--- src/rtl/periph_read_arbiter.sv ---
// -----------------------------------------------------------------------------
// periph_read_arbiter
//
// Registered read-data selector between the CPU data-memory read port and NCH
// memory-mapped peripheral channels. A read strobed at one clock edge returns
// its data, a valid pulse and a peripheral-hit flag at the next edge. Reads can
// be issued every cycle.
//
// Channels flagged in STICKY_MASK are event channels: every bit that goes high
// on the channel input is OR-accumulated into a sticky register. A read returns
// the accumulated bits together with the bits present in the read cycle, and
// clears the register in the same edge. This way short pulses, such as button
// presses, are caught even when they fall between polls.
//
// Optional build macro: PERIPH_READ_ERR_EN
//   defined   : accesses with addr[11]=1 that do not decode to a channel
//               (unmapped or misaligned) return 32'hDEAD_BEEF and pulse err.
//   undefined : those accesses return dmem_rdata (legacy behaviour), and the
//               err port does not exist.
//
// Parameters
//   NCH          number of peripheral channels (1..16)
//   BASE         byte offset of channel 0 in addr[11:0]; bit 11 set, [1:0] clear
//   STICKY_MASK  bit i set = channel i is a sticky event channel
//
// Ports
//   clk          system clock
//   rst          synchronous reset, active-high
//   addr         CPU data byte address, sampled when rd_en=1
//   rd_en        read strobe, one cycle per read
//   dmem_rdata   data-memory read data for addr, valid together with rd_en
//   ch_data      peripheral inputs, channel i at bits [32*i+31:32*i]
//   rdata        registered read data (holds between reads)
//   rdata_valid  one-cycle pulse, rdata valid
//   periph_hit   registered, 1 when the returned read came from a channel
//   err          (PERIPH_READ_ERR_EN only) one-cycle pulse with rdata_valid
//                for an unmapped or misaligned access in the peripheral half
// -----------------------------------------------------------------------------
module periph_read_arbiter #(
   parameter int             NCH         = 8,
   parameter logic [11:0]    BASE        = 12'h808,
   parameter logic [NCH-1:0] STICKY_MASK = NCH'('h04)
) (
   input  logic              clk,
   input  logic              rst,
   input  logic [31:0]       addr,
   input  logic              rd_en,
   input  logic [31:0]       dmem_rdata,
   input  logic [NCH*32-1:0] ch_data,
   output logic [31:0]       rdata,
   output logic              rdata_valid,
`ifdef PERIPH_READ_ERR_EN
   output logic              periph_hit,
   output logic              err
`else
   output logic              periph_hit
`endif
);

   // One past the last byte of the channel window, computed one bit wider so a
   // window ending exactly at 12'hFFF+1 does not wrap.
   localparam logic [12:0] WIN_END = 13'(BASE) + 13'(4 * NCH);

   localparam logic [31:0] ERR_WORD = 32'hDEAD_BEEF;

   // ---------------------------------------------------------------- stage p0
   logic [9:0]     word_rel_p0;
   logic           hit_p0;
   logic [NCH-1:0] sel_p0;
   logic [31:0]    rd_val_p0;
   logic [31:0]    sticky [NCH];
`ifdef PERIPH_READ_ERR_EN
   logic           err_p0;
`endif

   // addr[31:12] take no part in the decode.
   logic unused_upper_addr;
   assign unused_upper_addr = ^addr[31:12];

   // Word offset from channel 0; only meaningful when the access is aligned.
   assign word_rel_p0 = addr[11:2] - BASE[11:2];

   always_comb begin
      hit_p0 = addr[11] && (addr[1:0] == 2'b00) &&
               (addr[11:0] >= BASE) && ({1'b0, addr[11:0]} < WIN_END);
      sel_p0 = '0;
      for (int i = 0; i < NCH; i++) begin
         sel_p0[i] = hit_p0 && (word_rel_p0 == 10'(i));
      end
   end

   // Read-data select. A sticky channel returns the accumulated events plus
   // whatever is on the input in the read cycle, so nothing raised during the
   // clearing edge is lost.
   always_comb begin
      rd_val_p0 = dmem_rdata;
      for (int i = 0; i < NCH; i++) begin
         if (sel_p0[i]) begin
            if (STICKY_MASK[i]) begin
               rd_val_p0 = sticky[i] | ch_data[32*i +: 32];
            end else begin
               rd_val_p0 = ch_data[32*i +: 32];
            end
         end
      end
`ifdef PERIPH_READ_ERR_EN
      err_p0 = addr[11] && !hit_p0;
      if (err_p0) begin
         rd_val_p0 = ERR_WORD;
      end
`endif
   end

   // Sticky event registers. Non-sticky channels keep a constant zero register
   // that synthesis removes. A read of a channel clears only that channel.
   always_ff @(posedge clk) begin
      for (int i = 0; i < NCH; i++) begin
         if (rst || !STICKY_MASK[i] || (rd_en && sel_p0[i])) begin
            sticky[i] <= '0;
         end else begin
            sticky[i] <= sticky[i] | ch_data[32*i +: 32];
         end
      end
   end

   // ---------------------------------------------------------------- stage p1
   logic [31:0] rdata_p1;
   logic        vld_p1;
   logic        hit_p1;
`ifdef PERIPH_READ_ERR_EN
   logic        err_p1;
`endif

   // rdata holds its value between reads; the flags are single-cycle pulses.
   always_ff @(posedge clk) begin
      if (rst) begin
         rdata_p1 <= '0;
         vld_p1   <= 1'b0;
         hit_p1   <= 1'b0;
`ifdef PERIPH_READ_ERR_EN
         err_p1   <= 1'b0;
`endif
      end else begin
         vld_p1 <= rd_en;
         hit_p1 <= rd_en && hit_p0;
`ifdef PERIPH_READ_ERR_EN
         err_p1 <= rd_en && err_p0;
`endif
         if (rd_en) begin
            rdata_p1 <= rd_val_p0;
         end
      end
   end

   assign rdata       = rdata_p1;
   assign rdata_valid = vld_p1;
   assign periph_hit  = hit_p1;
`ifdef PERIPH_READ_ERR_EN
   assign err         = err_p1;
`endif

endmodule

--- config.mk ---
export PLATFORM = sky130hd
export DESIGN_NAME = periph_read_arbiter
export DESIGN_NICKNAME = d
export VERILOG_FILES = /design/src/rtl/periph_read_arbiter.sv
export SDC_FILE = /design/constraint.sdc
export NUM_CORES = 1
export LEC_CHECK = 0
export BUFFER_PORTS_ARGS = -buffer_cell sky130_fd_sc_hd__buf_4
export CAP_MARGIN = 40
export CORE_AREA = 2 2 138 140
export DETAILED_ROUTE_END_ITERATION = 8
export DIE_AREA = 0 0 140 142
export MAX_ROUTING_LAYER = met4
export SYNTH_ARGS = -nofsm -noshare
export SYNTH_HDL_FRONTEND = slang
export SYNTH_SLANG_ARGS = --single-unit
--- constraint.sdc ---
create_clock -name clk -period 3.1 [get_ports clk]
set_clock_uncertainty 0.1 [all_clocks]
set_input_delay 0.31 -clock clk [delete_from_list [all_inputs] [get_ports clk]]
set_output_delay 0.31 -clock clk [all_outputs]
set_load 0.01 [all_outputs]
# == Yosys cells after proc, flatten, opt, wreduce, memory -nomap -nowiden ==
# Memories as Yosys holds them, arrays and structs flattened.
# Index checks and enable logic that the tools add are counted.
# op_classes
addsub,1
n_lt_le_gt_ge,2
eq_ne,7
muxes,12
bitwise,2
reduce_logical,16
# op_table
cell,n
$mux 32,9
$eq 10x3->1 const B,4
$or 32x32->32,1
$eq 10x2->1 const B,2
$logic_and 1x1->1,13
$ge 12x12->1 const B,1
$lt 12x12->1 const B,1
$eq 10x1->1 const B,1
$logic_not 10->1,1
$sub 10x10->10 const B,1
$mux 1,3
$logic_not 2->1,1
$logic_or 1x1->1,1
$or 1x1->1,1
# totals
register_bits,34
mem_bits_rw,256
in_bits,323
output_inout_bits,34
elab_cells,44
memories,1
# memory_table
name,depth,width,rd,rd_ports_with_merged_regs,wr,line_no,source
sticky,8,32,1,0,8,71,logic [31:0] sticky [NCH];

# == Logic depth before layout (Yosys ltp) ==
# Gate-level depths: netlist (run 1).
# depth
ltp_word,13
ltp_mapped,12
depth_no_buf,8

# == Least setup slack after synthesis (run 1) ==
# OpenSTA, ideal clock, no wires.
# synth_path
path_kind,input port to flip-flop
from,input addr[3]
to,"register rdata_p1[8], in the netlist rdata[8]"
setup_ps,95
arrival_ps,2584
required_ps,2905
path_slack_ps,321
path_stages,10
n_path_buf,2
cell_sequence,clkbuf_1 > inv_1 > ha_1 > or2_2 > a211o_1 > and2_1 > clkbuf_1 > or4_1 > a311o_1 > o311ai_1
# synth_between
elab_chain_len,12
word_cells_on_any_way,29
cone_classes,add/sub (1); order compare (2); eq/ne (7); mux (8); reduce/logical (11)
# synth_rtl
item,line_no,source
from (decl),46,"input logic [31:0] addr,"
"parallel branches: the longest is 11 deep, another holds $sub 10x10->10",n/a,
$mux 32 (*),98,if (sel_p0[i]) begin
to (signal assigned),150,rdata_p1 <= rd_val_p0;
to (decl),127,logic [31:0] rdata_p1;
# Mark *: on every way between the ends.
# A chain may end at the register's enable or synchronous reset.

# == Worst setup path in the final report (run 1) ==
# layout_path
from,input addr[3]
to,"register rdata_p1[13], in the netlist rdata[13]"
# Same word-level chain as after synthesis.

==> results of run 1 <==
area by class of cell:
class	count	area (µm²)	share of cell area
inverters	13	48.8	0.00558
multi-input cells	638	3810	0.435
clock inverters	5	103	0.0117
flip-flops and latches	66	1320	0.151
well taps	234	293	0.0335
repair buffers	387	2940	0.336
clock buffers	11	233	0.0266
critical path, stage by stage:
cell and delay, ns:
buf_4 0.16, inv_1 0.07, ha_1 0.26, or2_2 0.29, a211o_1 0.32, and2_1 0.21
buf_4 0.19, nor4_1 0.58, o311ai_0 0.20, o211ai_1 0.13
kinds of logic (layout without fill, tap and decap cells):
group / after synthesis / in the layout / synth area share
and+or+nand+nor: 336 / 336 / 0.289
DFF: 66 / 66 / 0.242
AOI/OAI and AO/OA: 267 / 267 / 0.341
adders and majority gates: 1 / 1 / 0.00229
buffers and inverters: 87 / 416 / 0.0643
muxes: 34 / 34 / 0.0625
worst paths after layout:
check	startpoint	endpoint	slack [ns]	cells past startpoint
setup / recovery	addr[3]	rdata[13]	0.54	10
hold / removal	ch_data[68]	sticky[2][4]	0.08	3
setup reg to reg	sticky[2][17]	rdata[17]	1.67	4
hold reg to reg	sticky[2][29]	sticky[2][29]	0.35	2
where the power goes:
part           internal [mW]  switching [mW]
clock                  0.785           0.404
sequential             0.907          0.0247
combinational          0.420           0.337
total                   2.11           0.765
stage by stage:
| step | cell area (µm²) | total power, mW | setup slack, ns | cells |
|---|---|---|---|---|
| 6_report | 8750 | 2.88 | 0.537 | 1354 |
| 5_1_grt | 8750 | 3.00 | 0.401 | 1354 |
| 4_1_cts | 8750 | 2.90 | 0.638 | 1354 |
| 3_5_place_dp | 8410 | 1.70 | 0.281 | 1338 |
| 3_3_place_gp | 8410 | 1.70 | 0.281 | 1338 |
| 2_1_floorplan | 5460 | 1.23 | 0.321 | 791 |
placed cells by master, fill, tap and decap left out, types with 3 or more instances in the layout:
cell	instances
a2111oi_0	6
nor4_1	25
clkbuf_16	9
mux2i_1	33
o22ai_1	16
nor2_1	138
bufinv_16	3
nand2_1	73
inv_1	13
and2_1	6
a311o_1	16
dfxtp_1	66
a21o_1	3
or4_1	3
buf_12	3
o221a_2	14
o41ai_1	4
a32o_1	9
nor3_1	17
o32a_1	6
a211oi_1	7
nor3b_1	4
a31oi_1	5
nand4_1	12
and3_1	12
buf_4	384
o21ai_0	81
o211ai_1	25
a21oi_1	48
nand3_1	3
a221o_1	4
o31ai_1	4
nand2b_1	10
nor2b_1	20
o311ai_0	5
routing by layer:
| layer | wire length [µm] | GRT usage | part of all wire | vias up |
|---|---|---|---|---|
| met2 | 12500 | 0.414 | 0.45 | 311 |
| met4 | 426 | 0.0606 | 0.015 | 0 |
| li1 | - | - | - | 3596 |
| met5 | 0 | - | 0 | - |
| met3 | 1860 | 0.0400 | 0.067 | 29 |
| met1 | 12900 | 0.393 | 0.46 | 3379 |
registers in the layout (all words and copies together), names as in the netlist:
name and cells:
periph_hit 1, rdata_valid 1, rdata 32, sticky 32
==> results.json, run 1 <==
{
  "power_per_cell_area_mw_per_mm2": 329,
  "netlist_top_cells_count": "nor2_1, o21ai_0, nand2_1",
  "io_pins": 357,
  "fill_cells": 1915,
  "ys_seq_area_frac": 0.242,
  "required_ns": 3.26,
  "synth_ff_type": "dfxtp_1",
  "port_buffers": 336,
  "worstSetupEndpointType": "register",
  "drt-wirelength-per-cell_um": 20.4,
  "fin_util": 0.474,
  "synth_top_area_share": 0.242,
  "cts_hold_buf": 0,
  "drt_iter0_drc": 735,
  "drc_errors": 13,
  "p_leak_nw": 3.85,
  "netlist.top_cell.by_area": "dfxtp_1",
  "coreArea_mm2": 0.0185,
  "rsz0062_at_grt": "no",
  "syn_inst": 791,
  "avgSynthCellArea_um2": 6.91,
  "critPathKind": "in2reg",
  "ctsResizeCount": 0,
  "async_flop_share": 0,
  "dr_total_vias": 7315,
  "start_kind": "input pin",
  "yosysMostFrequentCell": "nor2_1",
  "grt_antenna_before_repair": 1,
  "cp_max_fo": 13,
  "synth_top_cells_by_area": "dfxtp_1, nor2_1, o21ai_0",
  "ir_drop_mv": 0.234,
  "die-area_mm2": 0.0199,
  "root_buffer": "clkbuf_16",
  "grt_overflow_total": 0,
  "worstMarginPinSlew_ns": 0.821,
  "grt_util_all_layers": 0.275,
  "ys_seq_elements": 66,
  "drive_gt1_frac": 0.380,
  "initial_core_util": 0.296,
  "fp-row-count": 50,
  "grt_pass1_vias": 6733,
  "clock_path_buffers": 2,
  "die_x_um": 140,
  "hold_violations": 0,
  "totalWireLength_um": 27700,
  "firstDrtPassIters": 9,
  "synth_fp_nets": 1115,
  "clk_pin_slew_ns": 0.06,
  "arrival_ns": 2.73,
  "maxSlewHeadroom": 0.445,
  "antennaDiodeCount": 0,
  "insertion_delay_ns": 0.34,
  "hold_class": "in2reg",
  "maxCapViolCount": 0,
  "violations": "design-rule violations",
  "avgViaCountPerCell": 5.40,
  "cts_setup_buffers": 0,
  "clock.fmax_mhz": 390,
  "fin_crit_sh": 0.827,
  "syn_area_mm2": 0.00546,
  "grt_max_degree": 62,
  "grt_pass1_wl_um": 40100,
  "cts_tree": "done",
  "gp_congestion": 0.957,
  "synth_edf_count": 0,
  "antenna_left": 0,
  "fin_nets": 1439,
  "worst_hold_slack_ns": 0.0829,
  "syn_to_final_growth_pct": 60.1,
  "yosys_warnings": 0,
  "htreeDepth": 3,
  "die_y_um": 142,
  "fin_tns_setup_ns": 0,
  "yosysUniqueCellTypes": 55,
  "dpl.hpwl_um": 22200,
  "drv_slew": 0,
  "min_period_ns": 2.56,
  "cts_buffers": 9,
  "clock-sinks": 66,
  "status": "finished, violations left",
  "setup_viol": 0
}
(Power assumes the default switching activity.)
==> run 2, diff against run 1 <==
ABC_AREA = 1   (was unset)
CORE_AREA = 2 2 139 141   (was 2 2 138 140)
DIE_AREA = 0 0 141 143   (was 0 0 140 142)
clock period = 2.25 ns   (was 3.1 ns; I/O delays follow)
==> results.json, run 2 <==
{
  "status": "finished, final reports clean",
  "maxSlewHeadroom": 0.713,
  "drt_iter0_drc": 595,
  "cts_buffers": 9,
  "place_ws_ns": -0.350,
  "hold_violations": 0,
  "antenna_left": 0,
  "ir_drop_mv": 0.327,
  "firstDrtPassIters": 5,
  "met1_usage": 0.324,
  "gr-usage-met3": 0.0557,
  "port_buffers": 336,
  "setup_viol": 0,
  "p_leak_nw": 5.26,
  "root_buffer": "clkbuf_16",
  "clk_pin_slew_ns": 0.06,
  "ys_seq_area_frac": 0.229,
  "min_period_ns": 2.11,
  "placed_cell_area_mm2": 0.00904,
  "mostFrequentLayoutCell": "nand2_1",
  "totalWireLength_um": 27200,
  "mostFrequentLayoutCells": "nand2_1, buf_4, inv_1, nor2_1, a21oi_1",
  "synth_edf_count": 0,
  "r2r_setup_slack_ns": 0.92,
  "yosys_warnings": 0,
  "die_y_um": 143,
  "grt-busiest-layer": "met2",
  "yosysMostFrequentCell": "nand2_1",
  "fill_cells": 1977,
  "die_x_um": 141,
  "grt_max_degree": 41,
  "worstMarginPinSlew_ns": 0.431,
  "yosysUniqueCellTypes": 27,
  "netlist.top_cell.by_area": "nand2_1",
  "met2_usage": 0.452,
  "drt-wirelength-per-cell_um": 16.1,
  "synth_top_cells_by_area": "nand2_1, dfxtp_1, inv_1",
  "min_path_cells": 3,
  "drive_gt1_frac": 0.326,
  "fp-row-count": 50,
  "r2r-start": "sticky[2][22]",
  "avgViaCountPerCell": 4.72,
  "htreeDepth": 3,
  "fin_nets": 1774,
  "syn_to_final_growth_pct": 64.3,
  "required_ns": 2.36,
  "cts_hold_buf": 0,
  "clock-sinks": 66,
  "initial_core_util": 0.310,
  "rr_worst_depth": 12,
  "coreArea_mm2": 0.0186,
  "io_pins": 357,
  "rsz0062_at_grt": "yes",
  "netlist_top_cells_count": "nand2_1, inv_1, nor2_1",
  "cts_tree": "done",
  "grt_pass1_wl_um": 40900,
  "maxCapViolCount": 0,
  "fin_crit_sh": 0.939,
  "insertion_delay_ns": 0.34,
  "ys_seq_elements": 66,
  "power_per_cell_area_mw_per_mm2": 373,
  "grt_antenna_before_repair": 1,
  "fin_area_mm2": 0.00947,
  "critPathKind": "in2reg",
  "holdPathEnd": "sticky[2][16]",
  "finalPower_mw": 3.53,
  "r2r_end": "rdata[22]",
  "dr_total_vias": 7963,
  "start_kind": "input pin",
  "grt_overflow_total": 0,
  "synth_ff_type": "dfxtp_1",
  "drv_slew": 0,
  "cp_max_fo": 7,
  "min_from": "ch_data[80]",
  "synth_fp_nets": 1413,
  "dpl.hpwl_um": 21400,
  "clock.fmax_mhz": 473,
  "grt_util_all_layers": 0.271,
  "die-area_mm2": 0.0202,
  "place_inst": 1664,
  "syn_area_mm2": 0.00576,
  "gp_congestion": 0.939,
  "worst_hold_slack_ns": 0.0179,
  "worstSetupEndpointType": "register",
  "syn_inst": 1089,
  "async_flop_share": 0,
  "drc_errors": 0,
  "grt_pass1_vias": 7621,
  "setup_ws_ns": 0.137,
  "avgSynthCellArea_um2": 5.29,
  "layout.cells.non_filler": 1688,
  "synth_top_area_share": 0.270,
  "arrival_ns": 2.22,
  "clock_path_buffers": 2,
  "hold_class": "in2reg"
}
==> run 2: cell types whose count changed in the layout (fill, tap and decap cells not counted), moves of 34 or more <==
cell | previous run | this run
nand2_1 | 73 | 412
inv_1 | 13 | 126
o21ai_0 | 81 | 20
nand3_1 | 3 | 54
a21oi_1 | 48 | 91
nor2_1 | 138 | 104
==> run 2: worst max path at each step <==
stage | cells past startpoint | startpoint | to
5_1_grt | 19 | addr[8] | rdata[31]
4_1_cts | 18 | addr[3] | rdata[23]
3_3_place_gp | 19 | addr[6] | rdata[23]
3_5_place_dp | 18 | addr[3] | rdata[23]
6_report | 20 | addr[3] | rdata[13]
2_1_floorplan | 17 | addr[3] | rdata[12]
==> run 2: layer usage <==
layer,share of wire,up-vias
met1,0.42,3483
met3,0.070,47
met5,0,-
li1,-,4113
met4,0.030,0
met2,0.48,320
==> run 2: timing repair <==
item	4_1_cts	5_1_grt
resized for setup	0	15
setup endpoints to repair	0	32
buffers inserted	0	6
==> run 2: cell families (layout without fill, tap and decap cells) <==
kind of cell    after synthesis  after routing  share of synthesized area
xor+xnor                      3              3                    0.00456
buf+inv                     205            569                      0.148
compound gates              143            143                      0.124
flops                        66             66                      0.229
simple gates                671            671                      0.492
fa+ha+maj                     1              1                    0.00217
other cells                   0              1                          0
==> run 2: area by class of cell <==
cell class	instances	area, µm²	share of cell area
Clock buffer	11	243	0.0256
Inverter	136	510	0.0539
Tap cell	234	293	0.0309
Multi-Input combinational cell	818	3650	0.386
Antenna cell	1	2.50	0.000264
Clock inverter	3	17.5	0.00185
Timing Repair Buffer	419	3430	0.362
Sequential cell	66	1320	0.140
==> run 2: where the power goes <==
part,total [mW],leakage (nW),switching (mW),internal [mW]
clock network,1.31,0.127,0.550,0.760
logic,0.949,4.58,0.423,0.526
registers,1.27,0.549,0.0276,1.24
==> run 2: per-stage QoR <==
step / TNS [ns] / util
3_3_place_gp: -6.32 / 0.486
5_1_grt: -0.00945 / 0.510
3_5_place_dp: -7.06 / 0.486
2_1_floorplan: 0 / -
6_report: 0 / 0.510
4_1_cts: 0 / 0.500
==> run 2: critical path, cell delays in order <==
cell and delay, ns:
buf_4 0.10, inv_2 0.04, ha_2 0.19, xor2_2 0.20, nor2_4 0.19, buf_12 0.15, nand3_4 0.12, clkbuf_16 0.20
nand2_1 0.05, nand3_1 0.06, nand2_1 0.09, nand2_1 0.10, nand2_1 0.10, nand2_1 0.06, nand2_1 0.05, nand2_1 0.05
nand2_1 0.07, nand2_1 0.05, nand2_1 0.06, a21oi_1 0.05
